===== config.mk =====
export PLATFORM = sky130hd
export DESIGN_NAME = hk_spi_responder
export DESIGN_NICKNAME = d
export VERILOG_FILES = /design/src/rtl/hk_spi_pkg.sv /design/src/rtl/hk_spi_sync.sv /design/src/rtl/hk_spi_responder.sv
export SDC_FILE = /design/constraint.sdc
export NUM_CORES = 1
export LEC_CHECK = 0
export BUFFER_PORTS_ARGS = -buffer_cell sky130_fd_sc_hd__buf_2
export CAP_MARGIN = 10
export CORE_MARGIN = 3
export CORE_UTILIZATION = 25
export DETAILED_ROUTE_END_ITERATION = 6
export PLACE_DENSITY = 0.4
export SYNTH_ARGS = -nofsm -noshare
export SYNTH_HDL_FRONTEND = slang
export SYNTH_SLANG_ARGS = --single-unit

===== constraint.sdc =====
create_clock -name clock -period 1.82 [get_ports clock]
set_input_delay 0.273 -clock clock [delete_from_list [all_inputs] [get_ports clock]]
set_output_delay 0.273 -clock clock [all_outputs]
set_load 0.02 [all_outputs]

===== src/rtl/hk_spi_pkg.sv =====
// Shared constants and state type for the housekeeping SPI responder.
package hk_spi_pkg;

    localparam logic [7:0] CMD_WRITE = 8'h80;
    localparam logic [7:0] CMD_READ  = 8'h40;
    localparam logic [7:0] CMD_RDWR  = 8'hC0;

    typedef enum logic [2:0] {
        IDLE   = 3'd0,
        CMD    = 3'd1,
        ADDR   = 3'd2,
        DATA   = 3'd3,
        IGNORE = 3'd4
    } spi_state_e;

endpackage


===== src/rtl/hk_spi_sync.sv =====
// Multi-flop synchronizer for one asynchronous SPI pin, with rise/fall
// detection taken from the last two synchronized samples.
module hk_spi_sync #(
    parameter int   STAGES    = 2,
    parameter logic RESET_VAL = 1'b0
) (
    input  logic clock,
    input  logic resetb,
    input  logic din,
    output logic sync,
    output logic rise,
    output logic fall
);

    logic [STAGES-1:0] chain;
    logic              prev;

    always_ff @(posedge clock or negedge resetb) begin
        if (!resetb) begin
            chain <= {STAGES{RESET_VAL}};
            prev  <= RESET_VAL;
        end else begin
            chain <= {chain[STAGES-2:0], din};
            prev  <= chain[STAGES-1];
        end
    end

    assign sync = chain[STAGES-1];
    assign rise = sync & ~prev;
    assign fall = ~sync & prev;

endmodule


===== src/rtl/hk_spi_responder.sv =====
// SPI mode-0 responder that turns CMD/ADDR/DATA byte streams into
// one-cycle register read and write strobes, with auto-incrementing address.
//
// state  | meaning
// IDLE   | CSB high or not yet armed; waiting for a CSB fall
// CMD    | shifting in the command byte
// ADDR   | shifting in the start address
// DATA   | streaming data bytes (read, write or both)
// IGNORE | unknown command; wait for CSB high
module hk_spi_responder
    import hk_spi_pkg::*;
#(
    parameter int SYNC_STAGES = 2
) (
    input  logic       clock,
    input  logic       resetb,
    input  logic       spi_csb,
    input  logic       spi_sck,
    input  logic       spi_sdi,
    output logic       spi_sdo,
    output logic       spi_sdo_oe,
    output logic [7:0] reg_addr,
    output logic [7:0] reg_wdata,
    output logic       reg_we,
    output logic       reg_re,
    input  logic [7:0] reg_rdata
);

    localparam logic [2:0] START_CNT = 3'(SYNC_STAGES + 1);

    spi_state_e state, state_nxt;

    logic       csb_s, csb_fall, unused_csb_rise;
    logic       sck_rise, sck_fall, unused_sck_s;
    logic       sdi_s, unused_sdi_rise, unused_sdi_fall;

    logic [2:0] bit_cnt;
    logic [7:0] rx_shift;
    logic [7:0] tx_shift;
    logic [7:0] rx_byte;
    logic       byte_done;
    logic       rd_mode, wr_mode;
    logic       rd_pend, inc_pend;
    logic       sdo_q;
    logic [2:0] startup_cnt;
    logic       armed;

    hk_spi_sync #(.STAGES(SYNC_STAGES), .RESET_VAL(1'b1)) u_sync_csb (
        .clock(clock), .resetb(resetb), .din(spi_csb),
        .sync(csb_s), .rise(unused_csb_rise), .fall(csb_fall)
    );

    hk_spi_sync #(.STAGES(SYNC_STAGES), .RESET_VAL(1'b0)) u_sync_sck (
        .clock(clock), .resetb(resetb), .din(spi_sck),
        .sync(unused_sck_s), .rise(sck_rise), .fall(sck_fall)
    );

    hk_spi_sync #(.STAGES(SYNC_STAGES), .RESET_VAL(1'b0)) u_sync_sdi (
        .clock(clock), .resetb(resetb), .din(spi_sdi),
        .sync(sdi_s), .rise(unused_sdi_rise), .fall(unused_sdi_fall)
    );

    assign rx_byte   = {rx_shift[6:0], sdi_s};
    assign byte_done = sck_rise && !csb_s && (bit_cnt == 3'd7);

    always_ff @(posedge clock or negedge resetb) begin
        if (!resetb) state <= IDLE;
        else         state <= state_nxt;
    end

    always_comb begin
        state_nxt = state;
        if (csb_s) begin
            state_nxt = IDLE;
        end else begin
            case (state)
                IDLE:    if (csb_fall && armed) state_nxt = CMD;
                CMD: begin
                    if (byte_done) begin
                        if (rx_byte == CMD_WRITE || rx_byte == CMD_READ || rx_byte == CMD_RDWR)
                            state_nxt = ADDR;
                        else
                            state_nxt = IGNORE;
                    end
                end
                ADDR:    if (byte_done) state_nxt = DATA;
                DATA:    state_nxt = DATA;
                IGNORE:  state_nxt = IGNORE;
                default: state_nxt = IDLE;
            endcase
        end
    end

    always_ff @(posedge clock or negedge resetb) begin
        if (!resetb) begin
            bit_cnt     <= 3'd0;
            rx_shift    <= 8'h00;
            tx_shift    <= 8'h00;
            reg_addr    <= 8'h00;
            reg_wdata   <= 8'h00;
            reg_we      <= 1'b0;
            reg_re      <= 1'b0;
            rd_mode     <= 1'b0;
            wr_mode     <= 1'b0;
            rd_pend     <= 1'b0;
            inc_pend    <= 1'b0;
            sdo_q       <= 1'b0;
            startup_cnt <= START_CNT;
            armed       <= 1'b0;
        end else begin
            reg_we   <= 1'b0;
            reg_re   <= 1'b0;
            inc_pend <= 1'b0;
            rd_pend  <= reg_re;

            // Only trust CSB high once the synchronizer holds real samples,
            // so a transfer already in progress at reset release is skipped.
            if (startup_cnt != 3'd0) startup_cnt <= startup_cnt - 3'd1;
            else if (csb_s)          armed       <= 1'b1;

            if (state == IDLE) begin
                bit_cnt <= 3'd0;
            end else if (sck_rise) begin
                bit_cnt  <= bit_cnt + 3'd1;
                rx_shift <= rx_byte;
            end

            if (byte_done) begin
                case (state)
                    CMD: begin
                        rd_mode <= (rx_byte == CMD_READ)  || (rx_byte == CMD_RDWR);
                        wr_mode <= (rx_byte == CMD_WRITE) || (rx_byte == CMD_RDWR);
                    end
                    ADDR: begin
                        reg_addr <= rx_byte;
                        reg_re   <= rd_mode;
                    end
                    DATA: begin
                        if (wr_mode) begin
                            reg_we    <= 1'b1;
                            reg_wdata <= rx_byte;
                        end
                        inc_pend <= 1'b1;
                    end
                    default: ;
                endcase
            end

            // Increment one cycle after the write so the write sees the old address.
            if (inc_pend && state == DATA) begin
                reg_addr <= reg_addr + 8'd1;
                reg_re   <= rd_mode;
            end

            if (rd_pend) begin
                tx_shift <= reg_rdata;
            end else if (state == DATA && rd_mode && sck_fall) begin
                sdo_q    <= tx_shift[7];
                tx_shift <= {tx_shift[6:0], 1'b0};
            end

            if (state != DATA) sdo_q <= 1'b0;
        end
    end

    assign spi_sdo_oe = (state == DATA) && rd_mode;
    assign spi_sdo    = spi_sdo_oe & sdo_q;

endmodule


# Yosys cells after proc, flatten, opt, wreduce, memory -nomap -nowiden
# Cells that the tools add are included.
dict set report classes {
  add_sub_neg 3
  n_eq_ne 13
  n_mux 24
  bitwise 9
  reduce_logical 25
}
# op count
set ops {}
lappend ops {{$mux 8} 5}
lappend ops {{$mux 3} 7}
lappend ops {{$eq 8x8->1 const B} 2}
lappend ops {{$pmux 3 s5} 1}
lappend ops {{$ne 3x2->1 const B} 4}
lappend ops {{$mux 1} 11}
lappend ops {{$reduce_and 2->1} 5}
lappend ops {{$reduce_bool 2->1} 5}
lappend ops {{$add 8x1->8 const B} 1}
lappend ops {{$eq 8x7->1 const B} 1}
lappend ops {{$eq 3x2->1 const B} 2}
lappend ops {{$eq 3x3->1 const B} 2}
lappend ops {{$logic_and 1x1->1} 6}
lappend ops {{$reduce_and 3->1} 2}
lappend ops {{$not 1->1} 5}
lappend ops {{$and 1x1->1} 4}
lappend ops {{$logic_or 1x1->1} 4}
lappend ops {{$add 3x1->3 const B} 1}
lappend ops {{$eq 3x1->1 const B} 1}
lappend ops {{$logic_not 3->1} 1}
lappend ops {{$reduce_bool 3->1} 1}
lappend ops {{$sub 3x1->3 const B} 1}
lappend ops {{$ne 2x1->1 const B} 1}
lappend ops {{$logic_not 1->1} 1}
dict set report totals {
  ff_bits 56
  inputBits 13
  out_inout_bits 20
  wordCells 94
}

# Depth between registers and ports, before layout
# Gate-level depths: netlist of run 1.
dict set report logic_depth {
  word_depth 7
  ltp_mapped 6
  depth_no_buf 5
}

# Modules after synthesis
# A second synthesis of run 1 with hierarchy kept.
dict set report unflattened {
  hier_cells 217
  hier_area_um2 2573.7
}
# mod n_inst cells_each area_each_um2
set modules_own_cells {}
lappend modules_own_cells {hk_spi_responder 1 202 2299.7}
lappend modules_own_cells {{hk_spi_sync (u_sync_sck ...)} 2 5 90.1}
lappend modules_own_cells {{hk_spi_sync (u_sync_csb)} 1 5 93.8}

# Worst setup path before layout of run 1
# OpenSTA, ideal clock, no wires.
dict set report synth_timing {
  kind {flip-flop to output port}
  start {reg state[0]}
  end {out spi_sdo}
  arrival_time_ns 1.406
  required_ns 1.547
  path_slack_ns 0.141
  path_stages_with_launch 5
  n_path_buf 1
  path_cell_list {dfrtp_1 > buf_6 > nand4b_1 > clkinv_1 > and2_1}
}
dict set report synth_between {
  elab_chain_len 3
}
# item line
set synth_lines {}
lappend synth_lines {{start: declaration} hk_spi_responder.sv:31} ;# spi_state_e state, state_nxt;
lappend synth_lines {{start signal: assignment} hk_spi_responder.sv:68} ;# else state <= state_nxt;
lappend synth_lines {{$eq 3x2->1} hk_spi_responder.sv:166} ;# assign spi_sdo_oe = (state == DATA) && rd_mode;
lappend synth_lines {{$logic_and 1x1->1} hk_spi_responder.sv:166}
lappend synth_lines {{via spi_sdo_oe} hk_spi_responder.sv:21} ;# output logic spi_sdo_oe,
lappend synth_lines {{$and 1x1->1} hk_spi_responder.sv:167} ;# assign spi_sdo = spi_sdo_oe & sdo_q;
lappend synth_lines {{end: declaration} hk_spi_responder.sv:20} ;# output logic spi_sdo,
# The timed path passes the listed nets, and every way through them passes these cells.

# Worst setup path in the final report of run 1
dict set report layout_timing {
  start {reg bit_cnt[0]}
  end {reg reg_wdata[6]}
}
dict set report layout_between {
  elab_chain_len 3
}
# item line
set layout_lines {}
lappend layout_lines {{start: declaration} hk_spi_responder.sv:37} ;# logic [2:0] bit_cnt;
lappend layout_lines {{start signal: assignment} hk_spi_responder.sv:124} ;# bit_cnt <= bit_cnt + 3'd1;
lappend layout_lines {{$eq 3x3->1} hk_spi_responder.sv:64} ;# assign byte_done = sck_rise && !csb_s && (bit_cnt == 3'd7);
lappend layout_lines {{$logic_and 1x1->1} hk_spi_responder.sv:64}
lappend layout_lines {{$reduce_and 3->1 (no line)} --}
lappend layout_lines {{end signal: assignment} hk_spi_responder.sv:141} ;# reg_wdata <= rx_byte;
lappend layout_lines {{end: declaration} hk_spi_responder.sv:23} ;# output logic [7:0] reg_wdata,
# Every way passes these cells.
# A chain may end at the register's enable or synchronous reset.

==> impl_summary.md, run 1 <==
Synth
Yosys mapped a number of flops with a built-in enable equal to 0. The xor/xnor share of the synthesized area is 1.046%. Counting every instance in the synthesized netlist gives 207. The cell area after synthesis is 2512 um^2. The synthesized-area fraction occupied by and/or/nand/nor cells is 16.63%. Among all flip-flop cells after synthesis, the most frequent one is sky130_fd_sc_hd__dfrtp_1. The synthesized netlist contains 51 unique library cells.

The net count after synthesis is 225. Summing the areas of all compound-gate instances in the mapped netlist gives 11.95% of the synthesized area. Sequential elements use 56.03% of the synthesized area. The synthesis-stage register bit count is 56. Summing the areas of all fa, ha and maj instances in the mapped netlist gives 2.490% of the synthesized area. The Yosys step of the flow raised 0 warnings. The async set-or-reset flop fraction in the synthesized netlist is 100.0%. Measured against the total synthesized area, the mux share comes to 9.163%.

After synthesis, the largest family of logic cells by area is simple AND/OR/NAND/NOR gates. The synthesized area divided by synthesized cell count is 12.14 um^2.

Detailed routing
The first detailed-routing pass ran for 6 iterations. The overall routed net length is 5.613 mm. The number of design rule violations left after detail routing is 0. The iteration-0 DRC count of the detailed router is 44. The via density per instance is 4.639. The residual antenna-violating net count after detailed routing is 0. The wire length per cell is 14.58 um.

The overall via count from detail_route is 1786.

GRT
The total overflow left after global routing is 0. The global-route usage over all layers is 10.30%. The met2 routing resource usage after global routing is 15.16%. The number of antenna violations at the first check in global routing is 0.

The first global-routing pass estimated 9.204 mm of wire. The met1 track demand over resource is 14.76%. The layer with the highest usage is met2. The met3 global-route usage is 2.550%. The number of global-route vias before repair came to 1813. The pin count of the biggest net entering global routing is 57.

Clock tree
Clock-pin slew was measured on the worst setup and hold paths at 0.11 ns. The maximum buffer depth of the clock tree is 2. The maximum level of the CTS H-tree is 2.

The CTS buffer count is 5. The insertion delay to the later sink of the worst-skew pair is 0.31 ns. The CTS tree is built. The root buffer selected by CTS is sky130_fd_sc_hd__clkbuf_8. For this design, the sink count on the clock tree is 56.

Floorplanning
From bottom edge to top edge, the die measures 106.2 um. The initial core utilization is 26.44%. The area of the placeable core is 9503 um^2. 33 I/O pins were placed. The chip width is 106.2 um. The overall die area is 11290 um^2. After floorplanning, the core was divided into 35 placement rows.

Pwr
The maximum vdd drop is 311.5 uV. The power share of the clock group is 39.1%. The cell internal power dissipation is 1.934 mW.

Combinational cells account for 6.3% of the total power. The cell leakage power is 1.430 nW. Net switching is 23.59% of the power. Power spread over the standard cell area amounts to 823.6 nW/um^2. Sequential cells burn 54.6% of the power.

In this run the power spent charging and discharging nets is 596.9 uW.

Flow run
The number of max-cap violations is 0.

Worst setup path
The master of the slowest instance on the critical path is sky130_fd_sc_hd__dfrtp_1. The critical path starts at bit_cnt[0]$_DFFE_PN0P_. The startpoint of the lowest-slack register-to-register path is bit_cnt[0]$_DFFE_PN0P_. Along the worst path, the maximum fanout reaches 9. On the worst path, the slowest cell contributes a delay of 0.40 ns. The cell family contributing the most delay on the critical path is simple AND/OR/NAND/NOR gates. STA classifies the critical path endpoint as a register. Data on the critical path arrives at its endpoint at 1.94 ns. STA classifies the critical path startpoint as a register. The setup path with the least slack is of type register to register. The cell that appears most often on the critical path is sky130_fd_sc_hd__ha_1. Traced cell by cell, the critical path runs through ha_1, ha_1, and3b_2, nand3_2, mux2_2.

The critical path required time is 2.03 ns. The number of buffer and inverter stages on the critical path is 0.

STA
Setup repair after global routing left no endpoint under its margin. The aggregate negative setup slack is 0 ns. In the finished design, the share of the clock period the worst path needs comes to 95.11%.

The worst clock skew is 0.01621 ns. Setup violations remaining at the end of the flow were counted as 0. At the pin with the least slew margin, the transition time is 0.5168 ns. The minimum clock period is 1.731 ns. Based on the critical path, the design can be clocked at up to 577.7 MHz. Measured against its own limit, the worst slew margin works out to 65.48%. The number of max-slew violations in the final report is 0. The number of hold violations in the final report came to 0. The post-route worst hold slack is 0.04254 ns.

Min path
The worst hold path begins at spi_csb. The class of the tightest hold or removal check is input pin to register.

Final layout
The number of antenna cells inserted is 0. Leaving out fill and tap cells, the most frequent cell in the layout is sky130_fd_sc_hd__dfrtp_1. In the final layout, the share of cells above drive strength 1 is 35.55%. The library cells used most frequently in the layout, excluding fill and tap cells, are sky130_fd_sc_hd__dfrtp_1 (48), sky130_fd_sc_hd__buf_2 (32), sky130_fd_sc_hd__mux2_2 (16), sky130_fd_sc_hd__buf_4 (14), sky130_fd_sc_hd__o21ai_0 (11).

The area growth from synthesis to layout is 22.31%. The net count of the finished layout is 273.

Placed design
The count of port buffers added during placement is 32. The half-perimeter wire length after detailed placement is 3.782 mm. At the end of routability-driven placement, the weighted congestion stood at 0.7087.

Run status
The flow ran to the end, and the final reports show no timing, DRC or antenna violations.
==> synth_stat cells (all sizes together) (2+ instances only) <==
cell type	count	area, um^2
and2	2	12.51
nor3	3	15.01
nand2b	5	31.28
nor2	9	36.29
o21ai	11	55.05
nor4	4	25.02
a21boi	3	22.52
clkbuf	2	7.510
nand3	4	25.02
nand2	5	18.77
and3	7	46.29
a21oi	11	58.81
mux2i	5	50.05
dfrtp	51	1276
a31oi	7	43.79
nor2b	10	62.56
dfstp	5	131.4
xnor2	2	17.52
a221o	5	50.05
nand4b	4	50.05
nand4	2	12.51
buf	5	33.78
mux2	16	180.2
ha	5	62.56
inv	6	22.52
==> path summary, 6_finish.rpt <==
kind                                                 end  slack, ns  depth (start not counted)
min in group asynchronous        tx_shift[0]$_DFFE_PN0P_       0.48                          3
max                             reg_wdata[6]$_DFFE_PN0P_       0.09                          5
max in group asynchronous     startup_cnt[1]$_DFFE_PN1P_       1.01                          3
max reg2reg                     reg_wdata[6]$_DFFE_PN0P_       0.09                          5
min                        u_sync_csb.chain[0]$_DFF_PN1_       0.04                          1
min reg2reg                u_sync_sck.chain[1]$_DFF_PN0_       0.34                          0
==> registers in the layout, indices dropped and copies added, names as in the netlist, 2 cells and up <==
name and cells:
reg_wdata 8, reg_addr 8, tx_shift 8, u_sync_csb.chain 2
startup_cnt 3, bit_cnt 3, state 3, rx_shift 7
u_sync_sck.chain 2, u_sync_sdi.chain 2
==> kinds of logic after synthesis <==
family | after synthesis
AOI/OAI and AO/OA | 45
xor gates and xnor gates | 3
adders and majority gates | 5
buffers and inverters | 14
DFF | 56
muxes | 21
and+or+nand+nor | 63
==> layer usage <==
| metal | share of wire, % | vias to the layer above | wire [um] |
|---|---|---|---|
| met5 | 0 | - | 0 |
| met4 | 0.93 | 0 | 52 |
| met3 | 4.1 | 2 | 229 |
| met2 | 44 | 37 | 2458 |
| met1 | 51 | 890 | 2873 |
| li1 | - | 857 | - |
==> per-stage QoR <==
step	cell area (um^2)	power [mW]	utilization (%)	instances	worst slack, ns
6_report	3073	2.531	32.34	385	0.08895
5_1_grt	3073	2.652	32.34	385	0.001328
4_1_cts	3045	2.575	32.05	382	0.03080
3_5_place_dp	2888	1.568	30.39	372	0.03573
3_3_place_gp	2888	1.566	30.39	372	0.05922
2_1_floorplan	2512	1.466	-	207	0.1408
==> layout make-up <==
cell class,count,area [um^2]
Multi-Input combinational cell,137,1041
Sequential cell,56,1411
Inverter,7,26.28
Fill cell,992,6430
Tap cell,129,161.4
Clock inverter,3,68.82
Timing Repair Buffer,48,295.3
Clock buffer,5,68.82
==> timing repair <==
| item | in CTS | in global routing |
|---|---|---|
| setup endpoints to repair | 2 | 15 |
| gates cloned | 0 | 0 |
| hold endpoints to repair | 51 | 0 |
| pin swaps | 0 | 1 |
| hold buffers | 1 | 0 |
| resized for setup | 2 | 5 |
| setup buffers | 1 | 3 |
==> power by group through the flow <==
stage / sequential (mW) / clock (mW) / combinational, mW
floorplan: 1.37 / 0 / 0.0914
global placement: 1.41 / 0 / 0.153
detailed placement: 1.41 / 0 / 0.154
CTS: 1.39 / 1.02 / 0.164
global route: 1.40 / 1.07 / 0.179
finish: 1.38 / 0.990 / 0.160
Power figures use the tool's default switching activity.
==> run 2, diff against run 1 <==
CORE_MARGIN = 8   (was 3)
PLACE_DENSITY = 0.43   (was 0.4)
==> run 2 against run 1 <==
  * Largest power group unchanged
  * Setup slack better by 0.0014 ns
  * Via count is 2.2% lower
  * Register-to-register slack hardly changed
  * Wire length is 0.27% higher
  * Critical endpoint is now spi_sdo_oe
  * Cell area is 2.7% lower
==> impl_summary.md, run 2 (synthesized netlist as in run 1, its figures left out) <==
Final layout
The layout cell share with drive strength beyond 1 is 31.58%. The most common library cell in the layout ignoring fill and taps is sky130_fd_sc_hd__dfrtp_1. The largest registers in the layout are reg_addr: 8 flops, reg_wdata: 8 flops, tx_shift: 8 flops. The number of antenna cells inserted is 0.

The area growth from synthesis to layout is 19.02%. The final net count is 266. The library cells used most frequently in the layout, excluding fill and tap cells, are sky130_fd_sc_hd__dfrtp_1 (51), sky130_fd_sc_hd__buf_2 (32), sky130_fd_sc_hd__mux2_2 (16), sky130_fd_sc_hd__o21ai_0 (11). Once layout is complete, the cells apart from fillers number 380.

Detailed routing
The wire length per cell is 14.81 um. The via density per instance is 4.597. The residual antenna-violating net count after detailed routing is 0. Before antenna repair, the detailed router went through 4 iterations. The number of design rule violations left after detail routing is 0. Summing over every cut layer, the via total after detailed routing is 1747. The overall routed net length is 5.628 mm. The iteration-0 DRC count of the detailed router is 100.

Pwr
The power share of the combinational group is 6.3%. Across the VDD grid, the largest voltage drop is 241.3 uV. In this run, the clock network consumes 33.5% of the power. Per report_power, the sequential group accounts for 60.2% of the total. The completed layout was analyzed and its total power is 2.308 mW. The cell internal power dissipation is 1.769 mW. Summed over all nets, the switching power comes to 539.4 uW. The cell leakage power is 1.376 nW. Dividing total power by cell area gives a power density of 771.8 nW/um^2. The fraction of power spent switching nets is 23.37%.

Run status
The flow ran to the end, and the final reports show no timing, DRC or antenna violations.

Worst setup path
The capturing point of the worst reg2reg path is wr_mode$_DFFE_PN0P_. The number of buffer and inverter stages on the critical path is 3. The maximum net fanout on the critical path is 9. The data arrival time of the critical path is 1.46 ns. The master of the slowest instance on the critical path is sky130_fd_sc_hd__dfrtp_1.

The endpoint type of the worst setup path is an output pin. The cell family contributing the most delay on the critical path is flip-flops. The register-to-register setup slack is 0.10 ns.

The worst setup path is launched from a register. Measured in cells, the most critical reg-to-reg path has a length of 5. The type of the worst setup path is register to output pin. The worst register-to-register path begins at bit_cnt[0]$_DFFE_PN0P_.

For this run, the slowest stage of the critical path takes 0.50 ns. Walking the worst path, the cells encountered are nand4b_1, clkinv_1, buf_4, buf_2. The critical path required time is 1.55 ns.

Floorplanning
The overall die area is 13510 um^2. The chip width is 116.2 um. The core region is 9774 um^2.

The initialized floorplan defines 36 standard-cell rows. The initial core utilization is 25.70%. The number of top-level design ports is 33.

Measured along the y axis, the die boundary spans 116.2 um.

STA
Setup slack closes at 0.09031 ns. The number of hold violations in the final report is 0. In this run the tightest slew margin relative to its limit is 67.80%. The maximum achievable frequency is 578.1 MHz. The tightest hold path in the finished design has a slack of 0.06700 ns. The count of endpoints failing setup in the final report is 0.

The number of max-slew violations in the final report is 0. Setup repair after global routing left no endpoint under its margin. The worst path uses 95.04% of the clock period. The aggregate negative setup slack is 0 ns. The actual slew at the worst max-slew pin is 0.4820 ns. Counting I/O delays and the setup requirement, the final critical path takes 1.730 ns. On the final layout, the worst clock skew is 0.007029 ns.

GRT
In the global route stage, overall resource usage came out at 8.727%. The number of global-route vias before repair came to 1819. The pin count of the biggest net entering global routing is 57. The leftover overflow at the end of global routing is 0. The global-route wire length before repair is 9.363 mm. The number of antenna violations at the first check in global routing is 0.

Clock tree
The insertion delay to the later sink of the worst-skew pair is 0.30 ns. The clock passes through at most 2 buffers. The CTS buffer count is 5. The clock input transition at the sequential cells of the worst setup and hold paths is 0.10 ns. The maximum level of the CTS H-tree is 2. CTS saw 56 sinks. The CTS tree is built. The root buffer selected by CTS is sky130_fd_sc_hd__clkbuf_8.

Min path
The number of stages on the worst hold path is 1. The startpoint identified for the worst hold timing path is spi_sck. The path class of the tightest hold or removal check is input pin to register.

For hold timing, the worst endpoint is u_sync_sck.chain[0]$_DFF_PN0_.

Placed design
After legalization and detailed placement, the total HPWL measured 3.857 mm. The weighted congestion reported at the end of routability-driven placement is 0.7188. In this run the tool buffered the top-level ports with 32 buffer cells. OpenSTA, run right after detailed placement, puts the worst setup slack at 0.01058 ns. Including well taps, the total number of placed cells is 373.

Flow run
Max-cap violations in this run came to 0.
## run 2: cell types whose count changed in the layout (fill, tap and decap cells not counted)
cell,previous run,this run
sky130_fd_sc_hd__dfrtp_2,3,0
sky130_fd_sc_hd__dfrtp_1,48,51
sky130_fd_sc_hd__nand3_4,0,1
sky130_fd_sc_hd__inv_2,1,0
sky130_fd_sc_hd__inv_6,1,0
sky130_fd_sc_hd__buf_4,14,7
sky130_fd_sc_hd__bufinv_16,2,1
sky130_fd_sc_hd__nand3_2,1,0
sky130_fd_sc_hd__clkinv_1,0,1
## run 2: worst max path at each step
stage | start | end | slack [ns] | cells after the start
floorplan | state[0]$_DFFE_PN0P_ | spi_sdo | 0.14 | 4
global placement | bit_cnt[0]$_DFFE_PN0P_ | reg_addr[7]$_DFFE_PN0P_ | 0.04 | 5
detailed placement | bit_cnt[0]$_DFFE_PN0P_ | reg_addr[2]$_DFFE_PN0P_ | 0.01 | 5
CTS | bit_cnt[0]$_DFFE_PN0P_ | reg_addr[6]$_DFFE_PN0P_ | 0.01 | 5
global route | state[2]$_DFFE_PN0P_ | spi_sdo | 0.009 | 4
finish | state[2]$_DFFE_PN0P_ | spi_sdo_oe | 0.09 | 4
## run 2: worst register-to-register path, delay by kind of cell (launching register included)
kind,cells,cell delay (ns)
DFF,1,0.40
muxes,1,0.35
adders and majority gates,2,0.39
and+or+nand+nor,2,0.48
## run 2: layer usage
metal  routed length (um)  up-vias  part of all wire, %  global-route usage, %
met1                 2775      860                   49                  11.47
met5                    0        -                    0                      0
met3                  261       11                  4.6                  1.861
li1                     -      839                    -                      -
met2                 2481       37                   44                  13.48
met4                  108        0                  1.9                  3.889
## run 2: area by class of cell
type	count	area (um^2)
clock buffer	5	68.82
multi-input combinational	137	1049
sequential	56	1408
inverter	7	26.28
timing repair buffer	41	242.7
fill	1030	6784
clock inverter	1	30.03
tap	133	166.4
## run 2: metrics by stage
step / utilization [%] / instance area, um^2
final: 30.59 / 2990
after global routing: 30.59 / 2990
after CTS: 30.48 / 2979
after detailed placement: 29.37 / 2870
after global placement: 29.37 / 2870
after floorplan: - / 2512
## run 2: repair_timing
action | 4_1_cts | 5_1_grt
hold endpoints to repair | 51 | 0
gates resized for setup | 0 | 4
buffers inserted | 0 | 0
endpoints found under the setup margin | 0 | 16
hold buffers | 1 | 0
## run 2: power by group through the flow
| stage | logic [mW] | registers [mW] | clock network [mW] |
|---|---|---|---|
| 2_1_floorplan | 0.0914 | 1.37 | 0 |
| 3_3_place_gp | 0.145 | 1.42 | 0 |
| 3_5_place_dp | 0.147 | 1.41 | 0 |
| 4_1_cts | 0.150 | 1.39 | 0.815 |
| 5_1_grt | 0.165 | 1.40 | 0.872 |
| 6_report | 0.145 | 1.39 | 0.774 |
